--- config.mk ---
export PLATFORM = sky130hd
export DESIGN_NAME = vram_arbiter
export DESIGN_NICKNAME = d
export VERILOG_FILES = /design/src/rtl/vram_arbiter_pkg.sv /design/src/rtl/vram_arbiter.sv
export SDC_FILE = /design/constraint.sdc
export NUM_CORES = 1
export LEC_CHECK = 0
export ABC_AREA = 1
export ABC_CLOCK_PERIOD_IN_PS = 1400
export BUFFER_PORTS_ARGS = -buffer_cell sky130_fd_sc_hd__buf_2
export CAP_MARGIN = 20
export CORE_MARGIN = 2
export CORE_UTILIZATION = 44
export DETAILED_ROUTE_END_ITERATION = 6
export PLACE_DENSITY = 0.75
export SLEW_MARGIN = 10
export SYNTH_ARGS = -nofsm -noshare
export SYNTH_HDL_FRONTEND = slang
export SYNTH_SLANG_ARGS = --single-unit
--- constraint.sdc ---
create_clock -name clk_sys -period 1.4 [get_ports clk_sys]
set_clock_uncertainty 0.1 [all_clocks]
set_input_delay 0.07 -clock clk_sys [delete_from_list [all_inputs] [get_ports clk_sys]]
set_output_delay 0.07 -clock clk_sys [all_outputs]
set_load 0.005 [all_outputs]
--- src/rtl/vram_arbiter_pkg.sv ---
// Shared types and constants for the VRAM arbiter: FSM state encoding and RAM geometry defaults.
package vram_pkg;

    typedef enum logic [2:0] {
        IDLE,
        V1,
        V2,
        V3,
        C1,
        C2
    } state_e;

    localparam int COLOR_OFS_DEF = 1024;
    localparam int DATA_W        = 8;

endpackage

--- src/rtl/vram_arbiter.sv ---
// Shares one single-port synchronous VRAM between the Z80 and the video char/colour fetch.
// Optional macro VRAM_ARB_FAIR_EN: CPU goes first after a video grant when both are pending.
module vram_arbiter
    import vram_pkg::*;
#(
    parameter int ADDR_W    = 11,
    parameter int COLOR_OFS = COLOR_OFS_DEF
) (
    input  logic              clk_sys,
    input  logic              reset,
    input  logic              vid_req,
    input  logic [9:0]        vid_addr,
    output logic [DATA_W-1:0] vid_char,
    output logic [DATA_W-1:0] vid_color,
    output logic              vid_valid,
    output logic              vid_ovr,
    input  logic              cpu_req,
    input  logic              cpu_we,
    input  logic [ADDR_W-1:0] cpu_addr,
    input  logic [DATA_W-1:0] cpu_din,
    output logic [DATA_W-1:0] cpu_dout,
    output logic              cpu_ack,
    output logic              cpu_wait,
    output logic [ADDR_W-1:0] ram_addr,
    output logic              ram_we,
    output logic [DATA_W-1:0] ram_din,
    input  logic [DATA_W-1:0] ram_dout
);

    state_e              state_q;
    logic                vid_pend_q;
    logic [9:0]          vid_addr_q;
    logic                vid_ovr_q;
    logic [DATA_W-1:0]   vid_char_q;
    logic [DATA_W-1:0]   vid_color_q;
    logic                vid_valid_q;
    logic [DATA_W-1:0]   cpu_dout_q;
    logic                cpu_ack_q;
    logic                cpu_wr_q;
    logic [ADDR_W-1:0]   ram_addr_q;
    logic                ram_we_q;
    logic [DATA_W-1:0]   ram_din_q;

    logic                serve_cpu_first;
    logic                grant_vid;
    logic                grant_cpu;

`ifdef VRAM_ARB_FAIR_EN
    logic                last_vid_q;
    assign serve_cpu_first = last_vid_q & cpu_req;
`else
    assign serve_cpu_first = 1'b0;
`endif

    assign grant_vid = (state_q == IDLE) && vid_pend_q && !serve_cpu_first;
    assign grant_cpu = (state_q == IDLE) && !grant_vid && cpu_req;

    always_ff @(posedge clk_sys) begin
        if (reset) begin
            state_q     <= IDLE;
            vid_pend_q  <= 1'b0;
            vid_addr_q  <= '0;
            vid_ovr_q   <= 1'b0;
            vid_char_q  <= '0;
            vid_color_q <= '0;
            vid_valid_q <= 1'b0;
            cpu_dout_q  <= '0;
            cpu_ack_q   <= 1'b0;
            cpu_wr_q    <= 1'b0;
            ram_addr_q  <= '0;
            ram_we_q    <= 1'b0;
            ram_din_q   <= '0;
`ifdef VRAM_ARB_FAIR_EN
            last_vid_q  <= 1'b0;
`endif
        end else begin
            vid_valid_q <= 1'b0;
            cpu_ack_q   <= 1'b0;

            // A request landing on the accept cycle is a fresh request, not an overrun.
            if (vid_req) begin
                vid_pend_q <= 1'b1;
                vid_addr_q <= vid_addr;
                if (vid_pend_q && !grant_vid) begin
                    vid_ovr_q <= 1'b1;
                end
            end else if (grant_vid) begin
                vid_pend_q <= 1'b0;
            end

            case (state_q)
                IDLE: begin
                    if (grant_vid) begin
                        ram_addr_q <= ADDR_W'(vid_addr_q);
                        ram_we_q   <= 1'b0;
                        state_q    <= V1;
`ifdef VRAM_ARB_FAIR_EN
                        last_vid_q <= 1'b1;
`endif
                    end else if (grant_cpu) begin
                        ram_addr_q <= cpu_addr;
                        ram_we_q   <= cpu_we;
                        ram_din_q  <= cpu_din;
                        cpu_wr_q   <= cpu_we;
                        state_q    <= C1;
`ifdef VRAM_ARB_FAIR_EN
                        last_vid_q <= 1'b0;
`endif
                    end
                end
                V1: begin
                    // Colour byte sits at a fixed offset from the char byte, wrapping in the RAM.
                    ram_addr_q <= ram_addr_q + ADDR_W'(COLOR_OFS);
                    state_q    <= V2;
                end
                V2: begin
                    vid_char_q <= ram_dout;
                    state_q    <= V3;
                end
                V3: begin
                    vid_color_q <= ram_dout;
                    vid_valid_q <= 1'b1;
                    state_q     <= IDLE;
                end
                C1: begin
                    ram_we_q <= 1'b0;
                    state_q  <= C2;
                end
                C2: begin
                    if (!cpu_wr_q) begin
                        cpu_dout_q <= ram_dout;
                    end
                    cpu_ack_q <= 1'b1;
                    state_q   <= IDLE;
                end
                default: state_q <= IDLE;
            endcase
        end
    end

    assign vid_char  = vid_char_q;
    assign vid_color = vid_color_q;
    assign vid_valid = vid_valid_q;
    assign vid_ovr   = vid_ovr_q;
    assign cpu_dout  = cpu_dout_q;
    assign cpu_ack   = cpu_ack_q;
    assign cpu_wait  = cpu_req & ~cpu_ack_q;
    assign ram_addr  = ram_addr_q;
    assign ram_we    = ram_we_q;
    assign ram_din   = ram_din_q;

endmodule

==> results_dict.tcl <==
set metrics [dict create \
    antennaDiodeCount 0 \
    yosysTopAreaCell "dfxtp_1" \
    vdd_ir_drop_max_mv 1.04 \
    static-leakage-power_uw 0.00176 \
    gr-total-overflow 0 \
    switching_power_uw 2130 \
    drv.max_cap_violation_count 0 \
    totalNegativeSetupSlack_ps 0 \
    result_of_the_run "completed" \
    worstMarginPinSlew_ps 368 \
    power.combinational.fraction_pct 34.9 \
    worstPathMaxFanout 8 \
    synth.yosys.seq_area_share_pct 51.2 \
    vias_in_the_first_global_route 2372 \
    initial_core_util_pct 44.9 \
    timing_worst_setup_path_type "reg2reg" \
    cts.sinks 62 \
    max-clock-path-buffers 2 \
    worst_slew_margin_rel_pct 75.5 \
    antenna_left 0 \
    ffs_latches_synth 62 \
    cts_tree "built" \
    internal_power_uw 4150 \
    numCtsBuffers 9 \
    die_y_um 78.2 \
    die_extent_in_x_um 78.2 \
    post-synth-top-area-fraction_pct 51.2 \
    slowest_stage "dfxtp_2" \
    fmax_achieved_ghz 0.734 \
    drt_iter0_drc 242 \
    hold_path_class "in2reg" \
    ys_top_cells_by_area "dfxtp_1 (51%), a21oi_1 (8.3%), nand2_1 (6.8%), nand3_1 (6.4%), nor2_1 (6.2%)" \
    clk_root_buffer_cell "clkbuf_8" \
    layout.nets 501 \
    initial_antenna_violation_count 0 \
    finalHoldViolations 0 \
    largest_net_degree_at_the_start_of_global_routing 35 \
    netlist_top_cells_count "dfxtp_1 (62), nand2_1 (44), a21oi_1 (40), nor2_1 (40), nand3_1 (31)" \
    worst-path-buf-inv 1 \
    syn_avg_cell_area_um2 7.67 \
    routed_length_per_placed_instance_um 12.8 \
    critical_path_required_ps 1570 \
    cts_max_level 3 \
    detail_route.vias_per_cell 4.95 \
    route.detailed.drc 0 \
    yosys_most_used_dff "dfxtp_1" \
    syn_area_mm2 0.00242 \
    finalCritPeriodShare_pct 97.3 \
    track_usage_pct 22.1 \
    pwr-share-seq_pct 37.0 \
    postSynthCellCount 316 \
    timing_max_transition_violations_final 0 \
    timing.critical_path.mode_cell "nor2_4" \
    top_level_ports 90 \
    crit_path_start_kind "flop" \
    placement_rows 27 \
    yosys_cell_types 22 \
    synth_enable_flop_cells 0 \
    syn_nets 358 \
    critical_path.cell_chain "nor2_4, nand2_4, nor2_4, buf_6, nand3_1, a21oi_1" \
    place_congestion 0.842 \
    place_worst_setup_slack_ps 10.2 \
    share_of_total_power_consumed_by_net_switching_pct 33.9 \
    grt_pass1_wl_um 10700 \
    grt_setup_unrepaired "yes" \
    port-buffer-count 89 \
    clk-insertion-delay-late_ps 340 \
    timing.critical_path.max_delay_family "simple AND/OR/NAND/NOR gates" \
    post-route-min-period_ps 1360 \
    detail_route.first_pass.iterations 4 \
    vias 2652 \
    worst_path_largest_cell_delay_ps 350 \
    routed_wirelength_um 6840 \
    area_delta_synth_final_pct 52.1 \
    drive_gt1_share_pct 30.4 \
    async_reset_ff_share_pct 0 \
    report.final.setup_viol 0 \
    arrival_time_reported_for_the_critical_path_endpoint_ps 1530 \
    layout_setup_ws_ps 37.4 \
    hpwlAfterDp_um 4280 \
    cts.reportedPaths.clkPinSlew_ps 70 \
    element_type_at_the_critical_path_end "flop" \
    clockPowerShare_pct 28.1 \
    power_density_mw_per_mm2 1700 \
    ys.warnings.count 0 \
    synthMostInstantiatedCell "dfxtp_1" \
    core_area_mm2 0.00541 \
    fp.dieArea_mm2 0.00612 \
]
==> cell type report <==
class                           count  area (um^2)
Fill cell                         445         1720
Sequential cell                    62         1240
Multi-Input combinational cell    207         1020
Timing Repair Buffer              146          988
Clock buffer                       10          138
Inverter                           33          126
Tap cell                           72         90.1
Clock inverter                      6         85.1
==> state kept, by name, summed over array words and instances, names as in the netlist, 3 cells and up <==
signal / cells
cpu_dout: 8
ram_addr: 11
vid_addr_q: 10
state_q: 3
vid_color: 8
vid_char: 8
ram_din: 8
==> kinds of logic (layout without fill, tap and decap cells) <==
family	after synthesis	after routing	synth area share [%]
AO/OA/AOI/OAI	70	70	14.6
buffers and inverters	47	195	7.53
flip-flops	62	62	51.2
AND/OR/NAND/NOR	137	137	26.7
==> layout by cell type, fill, tap and decap left out, drive strengths merged <==
master	instances
clkinv	3
buf	108
nor2	43
dfxtp	62
bufinv	2
nand4	12
clkbuf	10
clkinvlp	2
nand2	46
nor4	1
o21ai	28
dlygate4sd3	38
o21a	1
inv	32
a31oi	1
nor3	4
a21oi	40
nand3	31
==> metrics by stage <==
step / power [uW] / utilization [%] / instances / cell area [um^2] / hold slack, ps
after detailed placement: 4210 / 55.9 / 479 / 3020 / 242
final: 6270 / 68.2 / 536 / 3690 / 40.1
after global placement: 4150 / 55.9 / 479 / 3020 / 234
after floorplan: 3480 / - / 316 / 2420 / 105
after CTS: 6060 / 67.2 / 533 / 3630 / 1.43
after global routing: 6640 / 68.2 / 536 / 3690 / 63.8
==> routing by layer <==
metal  GRT usage, %  share of wire, %
met4           11.2               2.3
met3           6.21               6.7
met5              0                 0
met2           35.8                47
met1           27.0                44
==> power by group through the flow <==
stage / Clock [uW] / Sequential (uW) / Combinational [uW]
after floorplan: 0 / 2390 / 1090
after global placement: 0 / 2340 / 1820
after detailed placement: 0 / 2340 / 1870
after CTS: 1790 / 2300 / 1970
after global routing: 1860 / 2360 / 2430
final: 1760 / 2320 / 2190
==> final timing paths <==
kind / endpoint / slack (ps) / cells past startpoint / from
setup / recovery: ram_addr[5] / 40 / 6 / state_q[1]
hold / removal: vid_addr_q[8] / 40 / 3 / vid_req
setup reg to reg: ram_addr[5] / 40 / 6 / state_q[1]
hold reg to reg: cpu_dout[6] / 360 / 2 / cpu_dout[6]
==> worst reg2reg max path, delay by kind of cell (launching register included) <==
family / cells / cell delay, ps
and+or+nand+nor: 4 / 570
DFF: 1 / 350
buffers and inverters: 1 / 150
AOI/OAI and AO/OA: 1 / 120
==> repair_timing <==
item	CTS	global route
hold buffers	38	0
setup endpoints to repair	1	17
pin swaps	0	2
gates resized for setup	1	7
setup buffers	0	3
hold endpoints to repair	55	0
No activity file was read; power rests on OpenSTA's default activity.
